--- config.mk ---
export PLATFORM = sky130hd
export DESIGN_NAME = controle_jogo_drone_flat
export DESIGN_NICKNAME = d
export VERILOG_FILES = /design/src/rtl/drone_pkg.sv /design/src/rtl/controle_jogo_drone_if.sv /design/src/rtl/drone_tick_timer.sv /design/src/rtl/controle_jogo_drone.sv /design/src/flat_wrapper.sv
export SDC_FILE = /design/constraint.sdc
export NUM_CORES = 1
export LEC_CHECK = 0
export BUFFER_PORTS_ARGS = -buffer_cell sky130_fd_sc_hd__buf_2
export CELL_PAD_IN_SITES_DETAIL_PLACEMENT = 1
export CELL_PAD_IN_SITES_GLOBAL_PLACEMENT = 1
export CORE_ASPECT_RATIO = 2
export CORE_MARGIN = 10
export CORE_UTILIZATION = 43
export DETAILED_ROUTE_END_ITERATION = 8
export PLACE_DENSITY = 0.84
export SYNTH_ARGS = -nofsm -noshare
export SYNTH_HDL_FRONTEND = slang
export SYNTH_SLANG_ARGS = --single-unit
--- constraint.sdc ---
create_clock -name clock -period 2.55 [get_ports clock]
set_input_delay 0.6375 -clock clock [delete_from_list [all_inputs] [get_ports clock]]
set_output_delay 0.6375 -clock clock [all_outputs]
set_load 0.01 [all_outputs]
--- src/rtl/drone_pkg.sv ---
// Shared encodings for the drone game controller: states, menu codes, lives limits.
package drone_pkg;

    typedef enum logic [3:0] {
        INICIAL       = 4'd0,
        PREPARA       = 4'd1,
        ESCOLHE_MODO  = 4'd2,
        ESCOLHE_VIDAS = 4'd3,
        AGUARDA_TICK  = 4'd4,
        MOVE          = 4'd5,
        VERIFICA      = 4'd6,
        COLIDIU       = 4'd7,
        VENCEU        = 4'd8,
        PERDEU        = 4'd9
    } estado_t;

    localparam logic [1:0] MODO_FACIL   = 2'b00;
    localparam logic [1:0] MODO_MEDIO   = 2'b01;
    localparam logic [1:0] MODO_DIFICIL = 2'b10;

    localparam logic [1:0] CTRL_NADA  = 2'b00;
    localparam logic [1:0] CTRL_SOBE  = 2'b01;
    localparam logic [1:0] CTRL_DESCE = 2'b10;

    localparam logic [2:0] VIDAS_MIN = 3'd1;
    localparam logic [2:0] VIDAS_MAX = 3'd7;

    localparam int TMR_W = 16;

    // 11 is not a command, so only a change onto SOBE/DESCE counts as a press.
    function automatic logic ctrl_edge(input logic [1:0] cur, input logic [1:0] prev);
        return (cur != prev) && (cur == CTRL_SOBE || cur == CTRL_DESCE);
    endfunction

endpackage

--- src/rtl/controle_jogo_drone_if.sv ---
// Strobes to and flags from the position/obstacle datapath.
interface controle_jogo_drone_if;
    logic       zera_jogo;
    logic       move_pulso;
    logic [1:0] move_dir;
    logic       colisao;
    logic       fim_percurso;

    modport master (output zera_jogo, move_pulso, move_dir,
                    input  colisao, fim_percurso);
    modport slave  (input  zera_jogo, move_pulso, move_dir,
                    output colisao, fim_percurso);
endinterface

--- src/rtl/drone_tick_timer.sv ---
// Movement-period counter: fim marks the tc-th enabled cycle since the last clear.
module drone_tick_timer
    import drone_pkg::*;
(
    input  logic             clock,
    input  logic             reset,
    input  logic             clr,
    input  logic             en,
    input  logic [TMR_W-1:0] tc,
    output logic             fim
);

    logic [TMR_W-1:0] count_q, count_d;

    always_comb begin
        count_d = count_q;
        if (clr)
            count_d = '0;
        else if (en)
            count_d = count_q + TMR_W'(1);
    end

    always_ff @(posedge clock) begin
        if (reset) count_q <= '0;
        else       count_q <= count_d;
    end

    // Raised on the last waiting cycle so the caller leaves after exactly tc cycles.
    assign fim = en && (count_q == tc - TMR_W'(1));

endmodule

--- src/rtl/controle_jogo_drone.sv ---
// Game sequencer: menus, periodic movement ticks, collision/finish handling, win/lose.
module controle_jogo_drone
    import drone_pkg::*;
#(
    parameter int TICK_FACIL   = 2000,
    parameter int TICK_MEDIO   = 1000,
    parameter int TICK_DIFICIL = 500
) (
    input  logic                  clock,
    input  logic                  reset,
    input  logic                  iniciar,
    input  logic [1:0]            controle,
    input  logic                  confirma,
    controle_jogo_drone_if.master dp,
    output logic                  venceu,
    output logic                  perdeu,
    output logic [3:0]            db_estado,
    output logic [1:0]            db_modo,
    output logic [2:0]            vidas,
    output logic [2:0]            colisao_counter_out
);

    // MOVE and VERIFICA take one cycle each, so the wait is two short of the period.
    localparam logic [TMR_W-1:0] TC_FACIL   = TMR_W'(TICK_FACIL - 2);
    localparam logic [TMR_W-1:0] TC_MEDIO   = TMR_W'(TICK_MEDIO - 2);
    localparam logic [TMR_W-1:0] TC_DIFICIL = TMR_W'(TICK_DIFICIL - 2);

    estado_t          estado_q, estado_d;
    logic [1:0]       ctrl_prev_q, ctrl_prev_d;
    logic             conf_prev_q, conf_prev_d;
    logic [1:0]       modo_q, modo_d;
    logic [2:0]       vidas_q, vidas_d;
    logic [2:0]       cnt_q, cnt_d;
    logic [1:0]       dir_q, dir_d;
    logic [TMR_W-1:0] tc_q, tc_d;
    logic             ctrl_ev, conf_ev;
    logic             tmr_clr, tmr_en, tmr_fim;

    assign ctrl_ev = ctrl_edge(controle, ctrl_prev_q);
    assign conf_ev = confirma & ~conf_prev_q;

    always_ff @(posedge clock) begin
        if (reset) estado_q <= INICIAL;
        else       estado_q <= estado_d;
    end

    always_comb begin
        estado_d = estado_q;
        case (estado_q)
            INICIAL:       if (iniciar) estado_d = PREPARA;
            PREPARA:       estado_d = ESCOLHE_MODO;
            ESCOLHE_MODO:  if (conf_ev) estado_d = ESCOLHE_VIDAS;
            ESCOLHE_VIDAS: if (conf_ev) estado_d = AGUARDA_TICK;
            AGUARDA_TICK:  if (tmr_fim) estado_d = MOVE;
            MOVE:          estado_d = VERIFICA;
            VERIFICA: begin
                if (dp.colisao)
                    estado_d = (vidas_q == VIDAS_MIN) ? PERDEU : COLIDIU;
                else if (dp.fim_percurso)
                    estado_d = VENCEU;
                else
                    estado_d = AGUARDA_TICK;
            end
            COLIDIU:       estado_d = AGUARDA_TICK;
            VENCEU,
            PERDEU:        if (iniciar) estado_d = PREPARA;
            default:       estado_d = INICIAL;
        endcase
    end

    always_comb begin
        ctrl_prev_d = controle;
        conf_prev_d = confirma;
        modo_d      = modo_q;
        vidas_d     = vidas_q;
        cnt_d       = cnt_q;
        dir_d       = dir_q;
        tc_d        = tc_q;
        tmr_en      = (estado_q == AGUARDA_TICK);
        tmr_clr     = !tmr_en;
        case (estado_q)
            PREPARA: begin
                modo_d  = MODO_FACIL;
                vidas_d = VIDAS_MIN;
                cnt_d   = '0;
            end
            ESCOLHE_MODO: if (ctrl_ev) begin
                if (controle == CTRL_SOBE)
                    modo_d = (modo_q == MODO_DIFICIL) ? MODO_FACIL : modo_q + 2'd1;
                else
                    modo_d = (modo_q == MODO_FACIL) ? MODO_DIFICIL : modo_q - 2'd1;
            end
            ESCOLHE_VIDAS: begin
                if (ctrl_ev && controle == CTRL_SOBE && vidas_q != VIDAS_MAX)
                    vidas_d = vidas_q + 3'd1;
                else if (ctrl_ev && controle == CTRL_DESCE && vidas_q != VIDAS_MIN)
                    vidas_d = vidas_q - 3'd1;
                if (conf_ev) begin
                    case (modo_q)
                        MODO_MEDIO:   tc_d = TC_MEDIO;
                        MODO_DIFICIL: tc_d = TC_DIFICIL;
                        default:      tc_d = TC_FACIL;
                    endcase
                end
            end
            MOVE:     dir_d = (controle == 2'b11) ? CTRL_NADA : controle;
            VERIFICA: if (dp.colisao) begin
                vidas_d = vidas_q - 3'd1;
                cnt_d   = (cnt_q == 3'd7) ? cnt_q : cnt_q + 3'd1;
            end
            default: ;
        endcase
    end

    always_ff @(posedge clock) begin
        if (reset) begin
            ctrl_prev_q <= CTRL_NADA;
            conf_prev_q <= 1'b0;
            modo_q      <= MODO_FACIL;
            vidas_q     <= VIDAS_MIN;
            cnt_q       <= '0;
            dir_q       <= CTRL_NADA;
            tc_q        <= TC_FACIL;
        end else begin
            ctrl_prev_q <= ctrl_prev_d;
            conf_prev_q <= conf_prev_d;
            modo_q      <= modo_d;
            vidas_q     <= vidas_d;
            cnt_q       <= cnt_d;
            dir_q       <= dir_d;
            tc_q        <= tc_d;
        end
    end

    drone_tick_timer u_tmr (
        .clock (clock),
        .reset (reset),
        .clr   (tmr_clr),
        .en    (tmr_en),
        .tc    (tc_q),
        .fim   (tmr_fim)
    );

    assign dp.zera_jogo         = (estado_q == PREPARA);
    assign dp.move_pulso        = (estado_q == MOVE);
    assign dp.move_dir          = dir_q;
    assign venceu               = (estado_q == VENCEU);
    assign perdeu               = (estado_q == PERDEU);
    assign db_estado            = estado_q;
    assign db_modo              = modo_q;
    assign vidas                = vidas_q;
    assign colisao_counter_out  = cnt_q;

endmodule
--- src/flat_wrapper.sv ---
// flat-port wrapper written by rule: the top's interface ports become plain ports
module controle_jogo_drone_flat import drone_pkg::*;
#(
    parameter int TICK_FACIL   = 2000,
    parameter int TICK_MEDIO   = 1000,
    parameter int TICK_DIFICIL = 500
)
  (clock, reset, iniciar, controle, confirma, venceu, perdeu, db_estado, db_modo, vidas, colisao_counter_out, dp_zera_jogo, dp_move_pulso, dp_move_dir, dp_colisao, dp_fim_percurso);
  controle_jogo_drone_if dp_i ();
  input  logic clock;
  input  logic reset;
  input  logic iniciar;
  input  logic [1:0] controle;
  input  logic confirma;
  output logic venceu;
  output logic perdeu;
  output logic [3:0] db_estado;
  output logic [1:0] db_modo;
  output logic [2:0] vidas;
  output logic [2:0] colisao_counter_out;
  output wire logic [$bits(dp_i.zera_jogo)-1:0] dp_zera_jogo;
  output wire logic [$bits(dp_i.move_pulso)-1:0] dp_move_pulso;
  output wire logic [$bits(dp_i.move_dir)-1:0] dp_move_dir;
  input wire logic [$bits(dp_i.colisao)-1:0] dp_colisao;
  input wire logic [$bits(dp_i.fim_percurso)-1:0] dp_fim_percurso;
  assign dp_zera_jogo = dp_i.zera_jogo;
  assign dp_move_pulso = dp_i.move_pulso;
  assign dp_move_dir = dp_i.move_dir;
  assign dp_i.colisao = dp_colisao;
  assign dp_i.fim_percurso = dp_fim_percurso;
  controle_jogo_drone #(.TICK_FACIL(TICK_FACIL), .TICK_MEDIO(TICK_MEDIO), .TICK_DIFICIL(TICK_DIFICIL)) u_core (.clock(clock), .reset(reset), .iniciar(iniciar), .controle(controle), .confirma(confirma), .dp(dp_i), .venceu(venceu), .perdeu(perdeu), .db_estado(db_estado), .db_modo(db_modo), .vidas(vidas), .colisao_counter_out(colisao_counter_out));
endmodule
==> results.yml <==
critical_path:
  critical_path.reg2reg.startpoint: "u_core.vidas[0]$_SDFFE_PP1P_"
  crit_arrival_ns: 1.67
  reg2reg_to: "u_core.vidas[0]$_SDFFE_PP1P_"
  critPathLaunchType: "register"
  cp.required_ns: 1.91
  rrSetupSlack_ns: 0.44
  number_of_cell_instances_on_the_worst_register_to_register_path: 7
  worstSetupStartpoint: "u_core.db_estado[0]$_SDFFE_PP0P_"
  worst_setup_path_end_kind: "output pin"
  type_of_the_setup_path_with_the_least_slack: "reg2out"
  setup.worst_path.end: "dp_zera_jogo"
  cp_max_fo: 13
global_routing:
  antenna_found_initial: 0
  met3_usage: 0.0257
  grt-ovfl-total: 0
  wire_length_of_the_first_global_routing_pass_mm: 8.71
  first_global_vias: 1855
  grt-busiest-layer: "met2"
  gr-usage-met2: 0.254
  gr-usage-met1: 0.122
  grt_start_max_net_pins: 19
  grt_use_total: 0.137
cts:
  clk_pin_slew_worst_paths_ns: 0.07
  cts_hold_buf: 0
  buffer_depth_of_the_longest_clock_path: 2
  cts_htree_levels: 2
  tritoncts_num_sinks: 37
  cts_made_buffers: 5
  cts_setup_buffers: 0
  clk-insertion-delay-late_ns: 0.29
  cts_root_buf: "clkbuf_8"
  postCtsResizedCells: 0
  tritoncts: "done"
timing:
  finalClockSkew_ns: 0.00508
  count_of_pins_over_their_slew_limit: 0
  period_needed_ns: 2.31
  clock.fmax_mhz: 433
  post-route-period-util: 0.905
  worst_pin_slew_ns: 0.563
  slew_headroom: 0.625
  setup_violations: 0
  grt_setup_unrepaired: "false"
  total_neg_setup_slack_ns: 0
  hold_viol_final: 0
drt:
  wirelength_mm: 5.39
  drt-vias-per-instance: 5.61
  drtIter0Drc: 60
  drt.antenna.violating_nets: 0
  vias: 1795
  per_cell_routed_wire_length_um: 16.8
  drt_pass_1_iters: 4
  remaining_drc_errors: 0
flow_run:
  cap_viol_max_count: 0
yosys:
  ys_types: 49
  synth_sequential_area_ratio: 0.360
  ys.warnings.count: 0
  async_flop_share: 0
  post_synthesis_average_cell_area_um2: 8.61
  postSynthRegisterBits: 37
  syn_inst: 239
  postSynthNetCount: 261
  post_synthesis_instance_area_um2: 2060
  synth_enable_flop_cells: 0
  postSynth.topFlopCell: "dfxtp_1"
die:
  die_width_um: 68.9
  overall_die_height_um: 118
  ios: 26
  coreArea_um2: 4640
  fp.dieArea_um2: 8120
  initial_core_util: 0.443
  floorplan.rows: 35
run_status:
  status: "completed"
finish:
  fin_nets: 287
  insertedDiodeCount: 0
  fill_cells: 590
  drive_above_1_share: 0.166
  layout_common_cells: "dfxtp_1 (37), nor2_1 (34), buf_2 (25)"
  layout_commonest_cell: "dfxtp_1"
  area_growth_pct: 12.2
placement:
  gp_congestion: 0.828
  hpwl_mm: 4.25
  place.port_buffers: 25
power_and_ir_drop:
  powerDensity_nw_per_um2: 699
  report.power.total_uw: 1610
  power.ir.vdd_worst_uv: 390
  static_leakage_uw: 0.000957
min_path:
  worst_hold_path_type: "reg2reg"
  timing.hold.worst.start: "u_core.u_tmr.count_q[0]$_SDFF_PP0_"
==> through the flow <==
step	utilization	area, µm²	hold slack, ns	std cells	setup WS, ns
after detailed placement	0.479	2220	0.473	313	0.206
after floorplan	-	2060	0.444	239	0.556
final	0.497	2310	0.481	320	0.243
after global routing	0.497	2310	0.514	320	0.168
after global placement	0.479	2220	0.457	313	0.316
after CTS	0.497	2310	0.487	320	0.230
==> power by group <==
part           internal, µW  switching, µW
clock                   215            211
sequential              618           76.3
combinational           206            287
total                  1040            574
==> synthesized netlist by cell type, drive strengths merged, types with 2 or more instances <==
cell type | number | area share
nor2b | 8 | 0.024
or3 | 4 | 0.012
inv | 14 | 0.026
nand2b | 3 | 0.0091
nor2 | 34 | 0.062
ha | 14 | 0.085
o31ai | 2 | 0.0073
nand3 | 9 | 0.022
clkbuf | 3 | 0.0055
o21ai | 8 | 0.019
a21oi | 11 | 0.029
a211oi | 2 | 0.0073
a22o | 2 | 0.0085
or2b | 2 | 0.0085
nor4 | 2 | 0.0061
dfxtp | 37 | 0.36
buf | 5 | 0.016
a31oi | 2 | 0.0061
nand2 | 17 | 0.031
and4bb | 2 | 0.012
mux2i | 7 | 0.034
o2111ai | 3 | 0.013
nand4 | 5 | 0.015
and3 | 4 | 0.013
nor3 | 4 | 0.0097
xor2 | 11 | 0.047
xnor2 | 7 | 0.030
o211ai | 2 | 0.0073
or4 | 2 | 0.0091
==> kinds of logic after synthesis <==
| family | count (synthesis) | share of synthesized area |
|---|---|---|
| simple gates | 100 | 0.254 |
| mux | 8 | 0.0395 |
| fa+ha+maj | 14 | 0.0851 |
| xor+xnor | 18 | 0.0766 |
| buf+inv | 22 | 0.0474 |
| flops | 37 | 0.360 |
| compound gates | 40 | 0.137 |
==> area by class of cell <==
cell class	instances	area, µm²	area share
multi-input cells	180	1220	0.528
flip-flops and latches	37	741	0.321
repair buffers	27	140	0.0607
clock buffers	7	86.3	0.0374
well taps	55	68.8	0.0298
inverters	14	52.6	0.0228
==> worst min path at each step <==
stage                                               to  slack [ns]  cells past startpoint
floorplan           u_core.u_tmr.count_q[0]$_SDFF_PP0_        0.44                      1
global placement    u_core.u_tmr.count_q[0]$_SDFF_PP0_        0.46                      1
detailed placement  u_core.u_tmr.count_q[0]$_SDFF_PP0_        0.47                      1
CTS                 u_core.u_tmr.count_q[0]$_SDFF_PP0_        0.49                      1
global route        u_core.u_tmr.count_q[0]$_SDFF_PP0_        0.51                      1
finish              u_core.u_tmr.count_q[0]$_SDFF_PP0_        0.48                      1
==> state kept, by name, summed over array words and instances, names as in the netlist <==
name and flops:
u_core.ctrl_prev_q 2, u_core.vidas 3, u_core.u_tmr.count_q 16, u_core.dp.move_dir 2, u_core.db_modo 2, u_core.tc_q 4
u_core.db_estado 4, u_core.conf_prev_q 1, u_core.colisao_counter_out 3
==> layer usage <==
| metal | up-vias | wire length (µm) |
|---|---|---|
| met1 | 863 | 1830 |
| li1 | 886 | - |
| met4 | 0 | 223 |
| met2 | 30 | 3110 |
| met5 | - | 0 |
| met3 | 16 | 227 |
==> worst max-delay path: stages (launching register included) <==
cell     delay (ns)
dfxtp_1        0.52
or4b_4         0.53
inv_1          0.16
buf_2          0.16
Note: power is estimated with default switching activity, not from simulation.
